### src/rtl/fan_pwm_driver.sv
// Fan PWM actuator: scales and clamps the PID output into a duty target, then drives
// a glitch-free PWM with a soft-start ramp. Optional stall floor: `FAN_PWM_MIN_SPIN_EN.
//
// state     | meaning
// IDLE      | drive off, counter parked at 0
// SOFTSTART | duty ramps toward the target by RAMP_STEP per period
// RUN       | duty tracks the target at every period boundary
module fan_pwm_driver #(
  parameter int PERIOD    = 1000,
  parameter int DUTY_W    = 10,
  parameter int SHIFT     = 4,
  parameter int RAMP_STEP = 10,
  parameter int MIN_DUTY  = 20
) (
  input  logic                CLK,
  input  logic                nRST2,
  input  logic                EN,
  input  logic signed [31:0]  PID_OUTPUT,
  input  logic                PID_VALID,
  output logic                PWM_OUT,
  output logic [DUTY_W-1:0]   DUTY,
  output logic                PERIOD_END,
  output logic                SAT_HI,
  output logic                SAT_LO,
  output logic [1:0]          STATE
);

  typedef enum logic [1:0] {
    ST_IDLE = 2'd0,
    ST_SOFT = 2'd1,
    ST_RUN  = 2'd2
  } state_e;

  localparam logic [DUTY_W-1:0]   PERIOD_D  = DUTY_W'(PERIOD);
  localparam logic [DUTY_W-1:0]   PERIOD_M1 = DUTY_W'(PERIOD - 1);
  localparam logic [DUTY_W:0]     RAMP_D    = (DUTY_W + 1)'(RAMP_STEP);
  localparam logic signed [31:0]  PERIOD_S  = 32'(PERIOD);

  if (PERIOD > (1 << DUTY_W) - 1 || MIN_DUTY > PERIOD) begin : g_param_check
    $error("fan_pwm_driver: PERIOD must fit DUTY_W and MIN_DUTY must not exceed PERIOD");
  end

  state_e              state_q, state_d;
  logic [DUTY_W-1:0]   cnt_q, cnt_d;
  logic [DUTY_W-1:0]   duty_q, duty_d;
  logic [DUTY_W-1:0]   target_q, target_d;
  logic                sat_hi_q, sat_hi_d;
  logic                sat_lo_q, sat_lo_d;
  logic signed [31:0]  v;
  logic [DUTY_W:0]     ramp_sum;
  logic                period_end;

  assign v          = PID_OUTPUT >>> SHIFT;
  assign period_end = (state_q != ST_IDLE) && (cnt_q == PERIOD_M1);

  // Clamp at full signed width; truncation happens only once the value is in range.
  always_comb begin
    target_d = target_q;
    sat_hi_d = sat_hi_q;
    sat_lo_d = sat_lo_q;
    if (PID_VALID) begin
      if (v < 32'sd0) begin
        target_d = '0;
        sat_lo_d = 1'b1;
        sat_hi_d = 1'b0;
      end else if (v > PERIOD_S) begin
        target_d = PERIOD_D;
        sat_hi_d = 1'b1;
        sat_lo_d = 1'b0;
      end else begin
        target_d = v[DUTY_W-1:0];
        sat_hi_d = 1'b0;
        sat_lo_d = 1'b0;
`ifdef FAN_PWM_MIN_SPIN_EN
        if ((v != 32'sd0) && (v < 32'(MIN_DUTY))) begin
          target_d = DUTY_W'(MIN_DUTY);
        end
`endif
      end
    end
  end

  // Duty only moves on the wrap edge, so a period never sees two compare values.
  always_comb begin
    state_d  = state_q;
    cnt_d    = cnt_q;
    duty_d   = duty_q;
    ramp_sum = {1'b0, duty_q} + RAMP_D;
    case (state_q)
      ST_IDLE: begin
        cnt_d  = '0;
        duty_d = '0;
        if (EN) begin
          state_d = ST_SOFT;
        end
      end
      ST_SOFT: begin
        cnt_d = period_end ? '0 : cnt_q + 1'b1;
        if (period_end) begin
          if (target_q <= duty_q) begin
            duty_d  = target_q;
            state_d = ST_RUN;
          end else if (ramp_sum >= {1'b0, target_q}) begin
            duty_d  = target_q;
            state_d = ST_RUN;
          end else begin
            duty_d = ramp_sum[DUTY_W-1:0];
          end
        end
      end
      ST_RUN: begin
        cnt_d = period_end ? '0 : cnt_q + 1'b1;
        if (period_end) begin
          duty_d = target_q;
        end
      end
      default: begin
        state_d = ST_IDLE;
        cnt_d   = '0;
        duty_d  = '0;
      end
    endcase
    if (!EN) begin
      state_d = ST_IDLE;
      cnt_d   = '0;
      duty_d  = '0;
    end
  end

  always_ff @(posedge CLK or negedge nRST2) begin
    if (!nRST2) begin
      state_q  <= ST_IDLE;
      cnt_q    <= '0;
      duty_q   <= '0;
      target_q <= '0;
      sat_hi_q <= 1'b0;
      sat_lo_q <= 1'b0;
    end else begin
      state_q  <= state_d;
      cnt_q    <= cnt_d;
      duty_q   <= duty_d;
      target_q <= target_d;
      sat_hi_q <= sat_hi_d;
      sat_lo_q <= sat_lo_d;
    end
  end

  assign PWM_OUT    = (state_q != ST_IDLE) && (cnt_q < duty_q);
  assign DUTY       = duty_q;
  assign PERIOD_END = period_end;
  assign SAT_HI     = sat_hi_q;
  assign SAT_LO     = sat_lo_q;
  assign STATE      = state_q;

endmodule
### config.mk
export PLATFORM = sky130hd
export DESIGN_NAME = fan_pwm_driver
export DESIGN_NICKNAME = d
export VERILOG_FILES = /design/src/rtl/fan_pwm_driver.sv
export SDC_FILE = /design/constraint.sdc
export NUM_CORES = 1
export LEC_CHECK = 0
export CELL_PAD_IN_SITES_DETAIL_PLACEMENT = 0
export CELL_PAD_IN_SITES_GLOBAL_PLACEMENT = 2
export CORE_MARGIN = 3
export CORE_UTILIZATION = 34
export CTS_BUF_LIST = sky130_fd_sc_hd__clkbuf_16
export DETAILED_ROUTE_END_ITERATION = 16
export PLACE_DENSITY_LB_ADDON = 0.1
export SLEW_MARGIN = 30
export SYNTH_ARGS = -nofsm -noshare
export SYNTH_HDL_FRONTEND = slang
export SYNTH_SLANG_ARGS = --single-unit
### constraint.sdc
create_clock -name CLK -period 7.55 [get_ports CLK]
set_clock_uncertainty 0.1 [all_clocks]
set_input_delay 1.51 -clock CLK [delete_from_list [all_inputs] [get_ports CLK]]
set_output_delay 1.51 -clock CLK [all_outputs]
set_load 0.02 [all_outputs]
==> results of run 1 <==
==> kinds of logic (layout without fill, tap and decap cells) <==
logic type	count (synthesis)	after routing
simple gates	79	79
compound gates	68	68
fa+ha+maj	35	35
buf+inv	35	84
flops	34	34
xor+xnor	15	15
mux	2	2
==> per-layer routing <==
layer	wire length (µm)	part of all wire (%)
met2	2832	44
met4	100	1.6
met5	0	0
met3	221	3.4
met1	3290	51
==> worst paths after layout <==
path | startpoint | end | slack [ns]
max | STATE[0] | PERIOD_END | 2.91
min | cnt_q[0] | cnt_q[0] | 0.39
max reg2reg | DUTY[1] | DUTY[4] | 4.01
min reg2reg | cnt_q[0] | cnt_q[0] | 0.39
max in group asynchronous | nRST2 | target_q[0] | 5.59
min in group asynchronous | nRST2 | target_q[5] | 1.23
==> critical path, stage by stage, from the launching register on <==
cell and delay [ns]:
dfrtp_1 0.42, inv_1 0.10, ha_1 0.26, or4b_1 0.51
or4_1 0.61, inv_6 0.21, clkdlybuf4s50_1 0.63
==> registers in the layout, summed over array words and instances (netlist names) <==
register	flops
target_q	10
SAT_HI	1
cnt_q	10
DUTY	10
SAT_LO	1
STATE	2
==> layout by cell type (no fill, tap or decap), drive strengths merged, types with 3 or more instances in the layout <==
cell	instances
o211ai	8
o22ai	3
dfrtp	34
ha	35
nand4	3
clkbuf	5
xnor2	13
a21oi	7
a221o	9
a21o	4
inv	30
and3	3
nor2	20
nor3	16
nor4	4
clkdlybuf4s50	46
nand3	13
o21ai	20
nand2	12
==> synthesized netlist by cell type, types with 3 or more instances <==
| cell | count |
|---|---|
| ha_1 | 35 |
| dfrtp_1 | 34 |
| inv_1 | 28 |
| nor2_1 | 20 |
| o21ai_0 | 17 |
| nor3_1 | 15 |
| nand3_1 | 13 |
| xnor2_1 | 13 |
| nand2_1 | 12 |
| a221o_1 | 9 |
| o211ai_1 | 8 |
| a21oi_1 | 6 |
| a21o_1 | 4 |
| nor4_1 | 4 |
| and3_1 | 3 |
| clkbuf_1 | 3 |
| nand4_1 | 3 |
| o21ai_1 | 3 |
| o22ai_1 | 3 |
==> through the flow <==
stage	hold WS, ns	setup WS, ns	utilization, %
global route	0.4196	2.807	45.46
detailed placement	0.3842	3.229	43.48
finish	0.3856	2.913	45.46
CTS	0.3920	2.913	45.46
global placement	0.3831	3.221	43.48
floorplan	0.3495	3.881	-
==> where the power goes <==
group	switching [mW]	internal, mW	leakage, nW
sequential	0.0121	0.194	0.458
combinational	0.0861	0.0595	0.760
clock	0.0748	0.119	0.0724
==> final cells by class <==
class                      instances  area, µm²
sequential                        34      850.8
clock buffer                       5      125.1
fill                             697       3787
multi-input combinational        199       1469
clock inverter                     3      12.51
timing repair buffer              47      465.4
tap                               96      120.1
inverter                          29      113.9
==> results.cfg, run 1 <==
[worst_setup_path]
critPathMaxFanout = 14
start_kind = flop
crit_required_ns = 5.94
crit_type = flop to output pin
cp.arrival_ns = 3.03
reg2regPathDepth = 10
end_kind = output pin

[finish]
fin_nets = 387
n_antenna_cell = 0
drive_gt1_share_pct = 4.416
final_cells = 413
stdcell_area_um2 = 3157
area_growth_pct = 27.17

[sta]
rsz0062_at_grt = no
period_needed_ns = 4.637
slew_headroom_pct = 43.06
hold_violations = 0
finalMaxSlewViolations = 0
setup_viol = 0
fmax_mhz = 215.6
tns_ns = 0
tightest_slew_ns = 0.8484
min_period_over_period_pct = 61.42

[clock_network]
htree_levels = 2
cts.clk_slew.worst_paths_ns = 0.06
postCtsSetupRepairBufs = 0
cts_repair_resize_count = 0
clkLatencyLatePin_ns = 0.27
postCtsHoldBufs = 0
cts_num_sinks = 34
clock_tree.root_cell = clkbuf_16
numCtsBuffers = 5
tritoncts = built
cts_buffer_depth = 2

[global_route]
grt_use_met3_pct = 2.983
grt.busiest_layer = met2
overflow = 0
antenna_found_initial = 0
first_global_vias = 2180
grt_pass1_wl_um = 10840
met1_usage_pct = 22.67
gr-usage-met2_pct = 24.95
grtUsageTotal_pct = 16.10
grt_max_degree = 35

[floorplanning]
start_util_pct = 35.75
num_io_pins = 52
die-width_um = 91.45
fp.coreArea_um2 = 6944
die-area_um2 = 8362
rows = 30
dieHeight_um = 91.45

[run_status]
status = finished clean

[logic_synthesis]
synth_edf_count = 0
ys_seq_area_share_pct = 34.27
synthMuxAreaShare_pct = 0.8569
synth_compound_area_share_pct = 19.35
async_flop_share_pct = 100.0
ys_warn_count = 0
synth_xor_area_share_pct = 5.292
synth_fp_nets = 339
ys_seq_elements = 34
synth_area_leader_cell = dfrtp_1
synth_cell_types = 46
syn_area_um2 = 2482
syn-mean-instance-area_um2 = 9.263
synth-simple-area-share_pct = 16.03
synth_top_family_by_area = compound AO/OA/AOI/OAI gates
syn_inst = 268
ys.flop_type = dfrtp_1
synth_area_leaders = dfrtp_1, ha_1, xnor2_1
synth.top_cell.area_share_pct = 34.27
synth_fa_ha_area_share_pct = 17.64

[drt]
wl_um = 6446
routed_via_density = 5.150
vias = 2127
first_pass_iters = 4
postRouteAntennaNets = 0
routedWlPerCell_um = 15.61
drc = 0
drt-initial-drc-count = 98

[power]
irDropWorstVdd_uv = 109.4
power.density_nw_per_um2 = 172.7
leakage_nw = 1.290
finalPower_mw = 0.5452

[hold_path]
min_path_type = flop to flop
whs_path_depth = 1

[flow_run]
max-cap-violations = 0

[placed_design]
io_buffers = 47
place_inst = 405
place_congestion = 0.7747
placed_area_um2 = 3019
dp_hpwl_um = 5000
(Power assumes the default switching activity.)
==> run 2: changes to the inputs <==
--- a/config.mk
+++ b/config.mk
@@ -8,7 +8,7 @@
 export CELL_PAD_IN_SITES_DETAIL_PLACEMENT = 0
 export CELL_PAD_IN_SITES_GLOBAL_PLACEMENT = 2
 export CORE_MARGIN = 3
-export CORE_UTILIZATION = 34
+export CORE_UTILIZATION = 28
 export CTS_BUF_LIST = sky130_fd_sc_hd__clkbuf_16
 export DETAILED_ROUTE_END_ITERATION = 16
 export PLACE_DENSITY_LB_ADDON = 0.1
==> constraint.sdc (replaced) <==
create_clock -name CLK -period 4.06 [get_ports CLK]
set_clock_uncertainty 0.1 [all_clocks]
set_input_delay 0.812 -clock CLK [delete_from_list [all_inputs] [get_ports CLK]]
set_output_delay 0.812 -clock CLK [all_outputs]
set_load 0.02 [all_outputs]
==> results.cfg, run 2 (synthesis gave the netlist of run 1 again) <==
[floorplanning]
num_io_pins = 52
fp.coreArea_um2 = 8423
dieHeight_um = 100.2
start_util_pct = 29.47
die-area_um2 = 10030
rows = 33
die-width_um = 100.2

[worst_setup_path]
path_buf_inv = 3
cp_slowest_cell = clkdlybuf4s50_1
r2r_slack_ns = 0.57
crit_family = simple AND/OR/NAND/NOR gates
cp.arrival_ns = 3.01
path_cells = inv_1 -> ha_1 -> or4b_1 -> or4_1 -> inv_6 -> clkdlybuf4s50_1
critPathMaxStageDelay_ns = 0.63
start_kind = flop
crit_required_ns = 3.15
end_kind = output pin
crit_type = flop to output pin
critPathMaxFanout = 14

[sta]
finalMaxSlewViolations = 0
period_needed_ns = 3.926
setup_viol = 0
fmax_mhz = 254.7
fin_ws_ns = 0.1342
tns_ns = 0
rsz0062_at_grt = no
tightest_slew_ns = 0.8601
min_period_over_period_pct = 96.70
hold_violations = 0
slew_headroom_pct = 42.28

[clock_network]
htree_levels = 2
postCtsHoldBufs = 0
clock_tree.root_cell = clkbuf_16
cts.clk_slew.worst_paths_ns = 0.05
cts_buffer_depth = 2
postCtsSetupRepairBufs = 0
numCtsBuffers = 5
cts_repair_resize_count = 0
clkLatencyLatePin_ns = 0.27
cts_num_sinks = 34
tritoncts = built

[run_status]
status = finished clean

[power]
intPower_mw = 0.6887
leakage_nw = 1.281
p_clk_share_pct = 34.9
combPwrFrac_pct = 26.9
irDropWorstVdd_uv = 169.1
p_sw_share_pct = 31.31
power_switching_mw = 0.3139
power.density_nw_per_um2 = 317.3
power_frac_seq_pct = 38.2

[drt]
vias = 2155
drc = 0
wl_um = 6787
postRouteAntennaNets = 0
first_pass_iters = 4
drt-initial-drc-count = 94
routedWlPerCell_um = 16.16
routed_via_density = 5.131

[global_route]
grt_max_degree = 35
first_global_vias = 2217
grtUsageTotal_pct = 14.62
grt_pass1_wl_um = 11640
antenna_found_initial = 0
overflow = 0

[finish]
n_antenna_cell = 0
drive_gt1_share_pct = 4.127
final_core_util_pct = 37.51
final_common_cell = clkdlybuf4s50_1
area_growth_pct = 27.27
fillers = 915
layout_common_cells = clkdlybuf4s50_1, ha_1, dfrtp_1
fin_nets = 387

[placed_design]
pre_cts_slack_ns = 0.4289
place_congestion = 0.7800
dp_hpwl_um = 5407
io_buffers = 47

[flow_run]
max-cap-violations = 0

[hold_path]
min_path_type = flop to flop
## run 2: worst reg2reg max path, delay by kind of cell (launching register included)
family          cells  cell delay (ns)
compound gates      6             1.86
fa+ha+maj           2             0.58
flops               1             0.43
simple gates        1             0.21
xor+xnor            1             0.19
## run 2: final timing paths
kind                           from     endpoint  depth (start not counted)
max                        STATE[0]   PERIOD_END                          6
min                        cnt_q[0]     cnt_q[0]                          1
max reg2reg                 DUTY[1]      DUTY[4]                         10
min reg2reg                cnt_q[0]     cnt_q[0]                          1
max in group asynchronous     nRST2      DUTY[2]                          1
min in group asynchronous     nRST2  target_q[5]                          1
## run 2: final cells by class
class / count / area (µm²) / area share, %
multi-input combinational: 199 / 1469 / 46.50
sequential: 34 / 850.8 / 26.93
timing repair buffer: 47 / 465.4 / 14.73
tap: 105 / 131.4 / 4.158
clock buffer: 5 / 125.1 / 3.960
inverter: 29 / 113.9 / 3.604
clock inverter: 1 / 3.754 / 0.1188
## run 2: stage by stage
stage | power, mW | hold WS [ns] | std cells | area, µm²
after floorplan | 0.5439 | 0.3495 | 268 | 2482
after global placement | 0.6614 | 0.4006 | 414 | 3030
after CTS | 1.022 | 0.4121 | 420 | 3159
after detailed placement | 0.6617 | 0.4021 | 414 | 3030
final | 1.003 | 0.4045 | 420 | 3159
after global routing | 1.079 | 0.4374 | 420 | 3159
## run 2: per-layer routing
layer / GRT usage [%] / up-vias / wire length, µm
li1: - / 1082 / -
met1: 20.67 / 1021 / 3347
met2: 23.34 / 46 / 3125
met3: 2.641 / 6 / 253
met4: 3.109 / 0 / 61
met5: 0 / - / 0
## run 2: power groups by stage
stage               sequential, mW  combinational (mW)  clock, mW
floorplan                    0.395               0.149          0
global placement             0.390               0.272          0
detailed placement           0.389               0.273          0
CTS                          0.383               0.275      0.363
global route                 0.386               0.309      0.384
finish                       0.383               0.270      0.350
